===== config.mk =====
export PLATFORM = sky130hd
export DESIGN_NAME = instr_fetch_mem
export DESIGN_NICKNAME = d
export VERILOG_FILES = /design/src/rtl/instr_fetch_mem.sv
export SDC_FILE = /design/constraint.sdc
export NUM_CORES = 1
export LEC_CHECK = 0
export CAP_MARGIN = 15
export CORE_MARGIN = 5
export CORE_UTILIZATION = 55
export DETAILED_ROUTE_END_ITERATION = 8
export HOLD_SLACK_MARGIN = 0.02
export MAX_ROUTING_LAYER = met4
export PLACE_DENSITY = 0.81
export SLEW_MARGIN = 25
export SYNTH_ARGS = -nofsm -noshare
export SYNTH_HDL_FRONTEND = slang
export SYNTH_SLANG_ARGS = --single-unit

===== constraint.sdc =====
create_clock -name clk -period 2.6 [get_ports clk]
set_input_delay 0.52 -clock clk [delete_from_list [all_inputs] [get_ports clk]]
set_output_delay 0.52 -clock clk [all_outputs]
set_load 0.05 [all_outputs]

===== src/rtl/instr_fetch_mem.sv =====
// instr_fetch_mem: DEPTH x DATA_W instruction store with one program-load write
// port and one fetch read port. The fetched word is registered behind a
// ready/valid handshake; when the data side owns the bus the output is filled
// with a NOP bubble instead of a real fetch.
// Build option: define IMEM_PARITY_EN to keep one even-parity bit per word,
// computed at load and checked on every fetch.
// DEPTH must not exceed 2**ADDR_W.
module instr_fetch_mem #(
   parameter int                DATA_W   = 16,
   parameter int                ADDR_W   = 6,
   parameter int                DEPTH    = 40,
   parameter logic [DATA_W-1:0] NOP_WORD = 16'h0800
) (
   input  logic              clk,
   input  logic              rst,
   input  logic [15:0]       pc,
   input  logic              fetch_req,
   output logic              fetch_ready,
   input  logic              mem_conflict,
   output logic [DATA_W-1:0] instr,
   output logic              instr_valid,
   input  logic              instr_ready,
   output logic              instr_err,
   input  logic              load_we,
   input  logic [ADDR_W-1:0] load_addr,
   input  logic [DATA_W-1:0] load_data,
   output logic [15:0]       stall_cnt
);

`ifdef IMEM_PARITY_EN
   localparam int MEM_W = DATA_W + 1;
`else
   localparam int MEM_W = DATA_W;
`endif

   // One extra bit so that DEPTH == 2**ADDR_W still compares correctly.
   localparam logic [ADDR_W:0] DEPTH_LIM = DEPTH[ADDR_W:0];

   typedef enum logic [1:0] {
      IDLE   = 2'd0,
      VALID  = 2'd1,
      BUBBLE = 2'd2
   } state_t;

   logic [MEM_W-1:0]  mem [DEPTH];

   logic              pc_in_range;
   logic              load_in_range;
   logic              bypass_hit;
   logic              rd_par_err;
   logic [ADDR_W-1:0] rd_idx;
   logic [MEM_W-1:0]  rd_word;
   logic [DATA_W-1:0] fetch_data;
   logic              fetch_err;
   logic              out_free;
   logic              take;

   state_t            state;
   state_t            state_nxt;
   logic [DATA_W-1:0] instr_nxt;
   logic              instr_err_nxt;

   // Saturating increment so the stall counter sticks at all-ones.
   function automatic logic [15:0] sat_inc16(input logic [15:0] v);
      return (v == 16'hFFFF) ? v : v + 16'd1;
   endfunction

   // Stored word format: data, plus the even-parity bit on top when enabled.
   function automatic logic [MEM_W-1:0] pack_word(input logic [DATA_W-1:0] d);
`ifdef IMEM_PARITY_EN
      return {^d, d};
`else
      return d;
`endif
   endfunction

   // True when a stored word no longer matches its parity bit.
   function automatic logic word_corrupt(input logic [MEM_W-1:0] w);
`ifdef IMEM_PARITY_EN
      return (^w[DATA_W-1:0]) != w[DATA_W];
`else
      return (w[0] & 1'b0);
`endif
   endfunction

   // Program-load write port; addresses past the implemented depth are dropped.
   always_ff @(posedge clk) begin
      if (load_we && load_in_range) begin
         mem[load_addr] <= pack_word(load_data);
      end
   end

   // Fetch read path: range check, write-first bypass, parity check.
   always_comb begin
      pc_in_range   = (pc[15:ADDR_W] == '0) && ({1'b0, pc[ADDR_W-1:0]} < DEPTH_LIM);
      load_in_range = ({1'b0, load_addr} < DEPTH_LIM);
      rd_idx        = pc_in_range ? pc[ADDR_W-1:0] : '0;
      rd_word       = mem[rd_idx];
      bypass_hit    = load_we && load_in_range && (load_addr == pc[ADDR_W-1:0]);
      rd_par_err    = word_corrupt(rd_word);
      fetch_data    = NOP_WORD;
      fetch_err     = 1'b1;
      if (pc_in_range) begin
         if (bypass_hit) begin
            fetch_data = load_data;
            fetch_err  = 1'b0;
         end else if (!rd_par_err) begin
            fetch_data = rd_word[DATA_W-1:0];
            fetch_err  = 1'b0;
         end
      end
   end

   // Handshake and next-state / next-output decode.
   always_comb begin
      out_free      = (state == IDLE) || instr_ready;
      fetch_ready   = !mem_conflict && out_free;
      take          = fetch_req && fetch_ready;
      state_nxt     = state;
      instr_nxt     = instr;
      instr_err_nxt = instr_err;
      if (take) begin
         state_nxt     = VALID;
         instr_nxt     = fetch_data;
         instr_err_nxt = fetch_err;
      end else if (mem_conflict && out_free) begin
         // Bus is taken by the data side: present a clean NOP bubble.
         state_nxt     = BUBBLE;
         instr_nxt     = NOP_WORD;
         instr_err_nxt = 1'b0;
      end else if ((state != IDLE) && instr_ready) begin
         state_nxt     = IDLE;
         instr_err_nxt = 1'b0;
      end
   end

   assign instr_valid = (state != IDLE);

   // State and output register; reset discards any pending result.
   always_ff @(posedge clk or posedge rst) begin
      if (rst) begin
         state     <= IDLE;
         instr     <= NOP_WORD;
         instr_err <= 1'b0;
      end else begin
         state     <= state_nxt;
         instr     <= instr_nxt;
         instr_err <= instr_err_nxt;
      end
   end

   // Count every edge the data side holds the bus.
   always_ff @(posedge clk or posedge rst) begin
      if (rst) begin
         stall_cnt <= 16'd0;
      end else if (mem_conflict) begin
         stall_cnt <= sat_inc16(stall_cnt);
      end
   end

endmodule


* After elaboration in Yosys (flattened, before gate mapping)
Memories as Yosys holds them, arrays and structs flattened.
Cells that the tools add are included.
** Storage, ports and cells
- Output and inout port bits :: 35
- Memories :: 1
- Memory bits (writable) :: 640
- Logic and storage cells :: 40
- Input port bits :: 44
- Flip-flop bits (word level) :: 35
** Operators by class
- Reductions and logical operators :: 15
- Mux-type cells :: 14
- Add/sub/neg operators :: 1
- Equal/unequal tests :: 2
- $lt $le $gt $ge :: 2
- Bitwise gates (word level) :: 1
** Memories
- mem :: words 40, width 16, read ports 1, clocked after Yosys merged registers in 0, wr ports 1, RTL line 45 : logic [MEM_W-1:0] mem [DEPTH];
** Operators with widths (count)
- two-way mux 16 bit :: 4
- adder 16 x 1 -> 16 bit, second input constant :: 1
- == test 16 bit, second input constant :: 1
- < comparator 6 bit, second input constant :: 2
- logical NOT 10 bit :: 1
- logical AND 1 bit :: 7
- == test 6 bit :: 1
- two-way mux 1 bit :: 6
- two-way mux 2 bit :: 3
- two-way mux 6 bit :: 1
- nonzero test 2 bit :: 2
- nonzero test 3 bit :: 1
- logical NOT 2 bit :: 1
- AND reduction 2 bit :: 1
- logical NOT 1 bit :: 1
- logical OR 1 bit :: 1
- NOT 1 bit :: 1

* Logic depth before layout (Yosys ltp)
Gate-level depths: netlist of the first run.
An unclocked memory read counts as a cell.
- Depth in word-level cells :: 7
- Depth in mapped cells :: 11
- Depth with buffers taken out :: 7

* Least setup slack after synthesis of the first run
Ideal clock, no wire load.
- Kind :: input-to-reg
- From :: in pc[7]
- To :: reg instr[0]
- Stages :: 9
- Data arrival time :: 2.509 ns
- Path buffers :: 2
- Data required time :: 2.479 ns
- Path slack :: -0.030 ns
- Setup time :: 0.121 ns
- Cell sequence :: or4_4 nor4_4 and3b_1 buf_4 buf_6 o221ai_2 o22ai_1 o21ai_1 a22o_1
** Between the ends
- Longest elaborated chain between the ends :: 7
** Ends and longest elaborated chain
- start, declared :: RTL line 16 : input logic [15:0] pc,
- logical NOT 10 bit * :: RTL line 95 : pc_in_range = (pc[15:ADDR_W] == '0) && ({1'b0, pc[ADDR_W-1:0]} < DEPTH_LIM);
- logical AND 1 bit * :: RTL line 95
- two-way mux 6 bit :: RTL line 97 : rd_idx = pc_in_range ? pc[ADDR_W-1:0] : '0;
- memory read (40 x 16 bit)
- two-way mux 16 bit :: RTL line 104 : if (bypass_hit) begin
- two-way mux 16 bit * :: RTL line 103 : if (pc_in_range) begin
- two-way mux 16 bit * :: RTL line 122 : if (take) begin
- end signal, assigned :: RTL line 147 : instr <= instr_nxt;
- end, declared :: RTL line 20 : output logic [DATA_W-1:0] instr,
Every way passes the cells marked *; elsewhere a longest branch is shown, timed or not.
A chain may end at the register's enable or synchronous reset.

* Worst setup path after layout of the first run
- From :: in pc[11]
- To :: reg instr[13]
The elaborated chain is that of the path after synthesis.

==> results of run 1 <==
per-stage QoR:
stage,setup WS (ns),power (W)
6_report,-0.108,0.0229
4_1_cts,-0.00842,0.0229
3_5_place_dp,-1.11,0.0137
5_1_grt,-0.125,0.0235
2_1_floorplan,0.00297,0.0129
3_3_place_gp,-1.06,0.0136
what timing repair did:
action                                  in CTS  in global routing
cloned                                       2                  1
hold endpoints to repair                     0                  0
pin swaps                                   23                 37
resized for setup                           65                 46
endpoints found under the setup margin      16                 16
setup buffers                               11                  7
cell type report:
cell class	count	area (µm²)
clock buffer	92	1850
inverter	8	30.0
timing repair buffer	393	3880
clock inverter	29	265
fill	3113	15700
sequential	675	20100
antenna	2	5.00
tap	672	841
multi-input combinational	1033	7260
worst reg2reg max path: stages, from the launching register on:
cell and delay [ns]:
dfrtp_1 0.45, and4_1 0.27, nand4_1 0.18, or3_1 0.46
o21a_1 0.30, nand4_1 0.31, nor3_1 0.11, xor2_1 0.17
cell families (layout without fill, tap and decap cells):
kind of cell	count (synthesis)	after routing	share of synthesized area, %
mux	168	168	6.44
xor+xnor	20	20	0.632
buf+inv	134	522	2.11
fa+ha+maj	1	1	0.0451
compound gates	424	424	10.4
other cells	0	2	0
flops	675	675	72.5
simple gates	420	420	7.88
final timing paths:
| check | from | end | slack [ns] | depth (start not counted) |
|---|---|---|---|---|
| max reg2reg | stall_cnt[3] | stall_cnt[15] | 0.22 | 7 |
| max in group asynchronous | rst | instr[11] | 1.90 | 3 |
| min reg2reg | stall_cnt[13] | stall_cnt[13] | 0.50 | 1 |
| min | load_data[14] | mem[8][14] | 0.28 | 1 |
| max | pc[11] | instr[13] | -0.11 | 12 |
| min in group asynchronous | rst | instr[0] | 0.33 | 3 |
power breakdown:
group / total [W] / internal [W] / switching [W]
Sequential: 0.0121 / 0.0120 / 0.0000960
Clock: 0.00943 / 0.00535 / 0.00408
Combinational: 0.00137 / 0.000461 / 0.000906
routing by layer:
layer	global-route usage, %	part of all wire [%]	up-vias
met5	-	0	-
met4	14.4	5.4	0
met3	6.68	12	287
met2	46.4	47	1386
met1	39.0	36	9324
li1	-	-	7929
flip-flops by register name, indices dropped and copies added, names as in the netlist:
name and flops:
stall_cnt 16, instr_err 1, mem 640, state 2
instr 16
placed cells by master (no fill, tap or decap), drive strengths merged, types with 43 or more instances in the layout:
cell type	synthesis	final
nand2	116	116
buf	50	335
clkdlybuf4s50	0	51
clkbuf	76	94
nand3	43	43
nor2	83	83
edfxtp	640	640
o21ai	110	110
mux2i	129	129
a21oi	86	86
and2	46	46
==> reports/results.ini, run 1 <==
[run_status]
status=finished with violations
violations=negative setup slack

[floorplanning]
die-area_um2=55000
io-pin-count=79
die_w_um=235
start_util_pct=55.5
die_y_um=235
core_area_um2=50000
fp-row-count=82

[clock_tree]
cts_sinks=675
clk_pin_slew_ns=0.06
cts-root-buf=clkbuf_16
ctsHoldBuffers=0
cts_tree=yes
clock_latency_ns=0.62
clockBufferDepth=3
cts_made_buffers=69
htreeDepth=3

[logic_synthesis]
synth_nets=1887
synth_area_leaders=edfxtp_1 (69%), mux2i_1 (4.7%), dfrtp_1 (3.1%)
syn_area_um2=27700
synth.avg_cell_area_um2=15.1
synth_ff_type=edfxtp_1
seq_area_frac_synth_pct=72.5
synth_edf_count=640
synth_cell_types=69
synth_most_common_cell=edfxtp_1
synthCells=1842
yosys-top-cells-count=edfxtp_1 (640), mux2i_1 (129), nand2_1 (115)
yosys_warnings=0
synthArstFlopShare_pct=5.19
yosys.area.top_type=edfxtp_1
synth-seq-cells=675
synth_top_area_share_pct=69.3

[route]
vias_per_cell=6.52
detail-route-antenna-nets=0
route.vias.total=18926
wl_mm=81.5
routedWlPerCell_um=28.1
drc=0
drt_iter0_markers=2736
drt_pass1_iterations=6

[worst_setup_path]
critPathMostFrequentCell=buf_4
critPathLaunchType=input pin
worstSetupEndpointType=register
critPathTopFamily=simple AND/OR/NAND/NOR gates
arrival_ns=3.20
crit_chain=buf_6 -> or4_4 -> nor4_4 -> buf_4 -> buf_8 -> buf_4 -> nand3_1 -> buf_4 -> a2111oi_1 -> buf_4 -> nor2_1 -> a22o_1
crit_type=input pin to register
worstPathRequired_ns=3.09
crit_fanout=7
max_stage_delay_ns=0.57
slowest_stage=or4_4
crit_buf_inv=6

[global_routing]
grt_max_degree=57
grt_antenna_before_repair=0
overflow=0
gr-usage-all-layers_pct=30.3
grt_pass1_wl_mm=119
first_global_vias=18657

[placed_design]
dpl_cell_area_um2=31700
dpl.cell_count=2761
dp_hpwl_mm=53.2
io_buffers=78
gp_congestion=1.01

[sta]
fmax_ghz=0.369
setup_viol=6
rsz0062_at_grt=yes
hold_ws_ns=0.284
fin_crit_ns=2.71
period_share_pct=104
worst_pin_slew_ns=0.642
setup_slack_ns=-0.108
relSlewSlack_pct=56.1
tns_ns=-0.277
final_hold_viol_count=0
fin_worst_skew_ns=0.0216
maxSlewViolCount=0

[power]
irDropWorstVdd_uv=447
p_per_area_nw_per_um2=669
total_leakage_power_nw=11.7

[job]
drv_cap=0

[finish]
nNetsFinal=2225
area_growth_pct=23.5
stdcell_count=2904
final_util_pct=68.5
drive_above_1_share_pct=23.6
final_cell_area_um2=34200

[hold_path]
worstHoldPathType=input pin to register

(Power assumes the default switching activity.)
==> inputs of run 2 (changes only) <==
--- a/config.mk
+++ b/config.mk
@@ -7,11 +7,11 @@
 export LEC_CHECK = 0
 export CAP_MARGIN = 15
 export CORE_MARGIN = 5
-export CORE_UTILIZATION = 55
+export CORE_UTILIZATION = 51
 export DETAILED_ROUTE_END_ITERATION = 8
 export HOLD_SLACK_MARGIN = 0.02
 export MAX_ROUTING_LAYER = met4
-export PLACE_DENSITY = 0.81
+export PLACE_DENSITY = 0.77
 export SLEW_MARGIN = 25
 export SYNTH_ARGS = -nofsm -noshare
 export SYNTH_HDL_FRONTEND = slang
==> run 2 against run 1 <==
Against the previous run: the flow still finishes with violations (negative setup slack); cell area grew 0.64%; via count shrank 0.57%; routed wire length shrank 0.94%; critical path type unchanged; register-to-register slack gained 0.08 ns; clock skew grew 0.0076 ns; global-route usage shrank 2.7 points; non-clock buffer count shrank 23; first-iteration DRC count shrank 0.55%.
==> reports/results.ini, run 2 (same netlist as run 1, synthesis figures left out) <==
[placed_design]
io_buffers=78  ; unchanged
dpl_cell_area_um2=31600  ; -0.24%
dp_hpwl_mm=52.2  ; -1.9%
gp_congestion=0.999  ; -0.78%

[clock_tree]
clock_latency_ns=0.60  ; -0.02 ns
clockBufferDepth=3  ; unchanged
cts_made_buffers=69  ; unchanged
cts_tree=yes
cts-root-buf=clkbuf_16
clk_pin_slew_ns=0.06  ; about the same
ctsHoldBuffers=0  ; unchanged
cts_sinks=675  ; unchanged
htreeDepth=3  ; unchanged

[route]
routedWlPerCell_um=27.8  ; -1.0%
drt_iter0_markers=2721  ; -0.55%
drt_pass1_iterations=7  ; +1
route.vias.total=18819  ; -0.57%
vias_per_cell=6.47  ; -0.67%
detail-route-antenna-nets=0  ; unchanged
wl_mm=80.7  ; -0.94%
drc=0  ; unchanged

[worst_setup_path]
rr_startpoint=stall_cnt[3]
worstPathRequired_ns=3.12  ; +0.03 ns
rrSetupSlack_ns=0.30  ; +0.08 ns
slowest_stage=clkdlybuf4s50_1
critPathTopFamily=buffers and inverters
max_stage_delay_ns=0.59  ; +0.02 ns
crit_chain=clkdlybuf4s50_1 -> or3b_2 -> o32ai_1 -> nand4_1 -> nand3_1 -> buf_4 -> buf_4 -> nor2_1 -> a31oi_1 -> a21oi_1
worstSetupEndpointType=register
critPathLaunchType=input pin
crit_fanout=9  ; +2
reg2reg_depth=7  ; unchanged
arrival_ns=3.20  ; about the same
r2r_end=stall_cnt[15]
critPathMostFrequentCell=buf_4
crit_type=input pin to register
crit_buf_inv=3  ; -3

[sta]
period_share_pct=103  ; -1.1 points
worst_pin_slew_ns=0.800  ; +0.158 ns
setup_viol=3  ; -3
fmax_ghz=0.373  ; +1.1%
maxSlewViolCount=0  ; unchanged
final_hold_viol_count=0  ; unchanged
relSlewSlack_pct=46.4  ; -9.6 points
fin_worst_skew_ns=0.0292  ; +0.00755 ns
fin_crit_ns=2.68  ; -0.0296 ns
hold_ws_ns=0.342  ; +0.0588 ns
setup_slack_ns=-0.0784  ; +0.0296 ns
tns_ns=-0.0991  ; +0.178 ns

[finish]
drive_above_1_share_pct=23.8  ; +0.26 points
fill_cells=3554  ; +14%
final_cell_mix=edfxtp_1 (640), buf_4 (209), mux2i_1 (127)
largestRegisters=mem: 640 flops, instr: 16 flops, stall_cnt: 16 flops
nNetsFinal=2202  ; -1.0%
largest_reg_flops=640  ; unchanged
area_growth_pct=24.2
multiInputGateArea_um2=7400  ; +2.0%
regMostFlops=mem
final_common_cell=edfxtp_1
final_util_pct=64.0  ; -4.5 points
regArea_um2=20100  ; unchanged
final_cell_area_um2=34400  ; +0.64%

[run_status]
violations=negative setup slack
status=finished with violations

[hold_path]
worstHoldPathType=input pin to async pin

[floorplanning]
core_area_um2=53800  ; +7.7%
fp-row-count=85  ; +3.7%
start_util_pct=51.5  ; -4.0 points
io-pin-count=79  ; unchanged
die_w_um=243  ; +3.7%
die_y_um=243  ; +3.7%
die-area_um2=59100  ; +7.5%

[global_routing]
grtUsageMet1_pct=36.7  ; -2.3 points
met2_usage_pct=42.3  ; -4.1 points
grt_pass1_wl_mm=119  ; +0.11%
met3_usage_pct=5.17  ; -1.5 points
overflow=0  ; unchanged
grt_antenna_before_repair=2  ; +2
grt_most_used_layer=met2
grt_max_degree=54  ; -5.3%
first_global_vias=18462  ; -1.0%
gr-usage-all-layers_pct=27.5  ; -2.7 points

[job]
drv_cap=0  ; unchanged

[power]
p_total_w=0.0231  ; +1.0%
p_per_area_nw_per_um2=671  ; +0.36%
total_leakage_power_nw=11.7  ; -0.16%
irDropWorstVdd_uv=492  ; +10%

[run 2: area by class of cell]
type | count | share of cell area [%]
Antenna cell | 1 | 0.00726
Clock buffer | 95 | 5.44
Clock inverter | 29 | 0.904
Inverter | 8 | 0.0872
Multi-Input combinational cell | 1033 | 21.5
Sequential cell | 675 | 58.3
Tap cell | 696 | 2.53
Timing Repair Buffer | 370 | 11.2
[run 2: where the power goes]
group | switching, W | total, W | internal, W | leakage [nW]
clock | 0.00402 | 0.00968 | 0.00566 | 1.06
sequential | 0.0000918 | 0.0121 | 0.0120 | 6.21
combinational | 0.000893 | 0.00135 | 0.000453 | 4.39
total | 0.00501 | 0.0231 | 0.0181 | 11.7
[run 2: worst min-delay path, cell delays in order]
cell and delay [ns]:
clkdlybuf4s50_1 0.40, inv_1 0.05, buf_4 0.41
[run 2: what timing repair did]
item | in CTS | in global routing
gates cloned | 4 | 2
pin swaps | 26 | 29
resized for setup | 73 | 49
buffers inserted | 9 | 8
setup endpoints to repair | 16 | 22
[run 2: through the flow]
stage	setup slack, ns	cells
floorplan	0.00297	1842
global placement	-1.26	2761
detailed placement	-1.47	2761
CTS	-0.000652	2898
global route	-0.0358	2906
finish	-0.0784	2907
[run 2: worst max path at each step]
stage / from / to / slack (ns) / cells past startpoint
floorplan: pc[7] / instr[9] / 0.003 / 8
global placement: pc[7] / instr[0] / -1.26 / 10
detailed placement: pc[11] / instr[6] / -1.47 / 10
CTS: pc[6] / instr[11] / -0.0007 / 11
global route: load_addr[5] / instr[11] / -0.04 / 10
finish: load_addr[5] / instr[11] / -0.08 / 10
[run 2: per-layer routing]
metal | vias up | part of all wire (%)
li1 | 7896 | -
met2 | 1381 | 47
met5 | - | 0
met4 | 0 | 4.7
met1 | 9306 | 37
met3 | 236 | 12
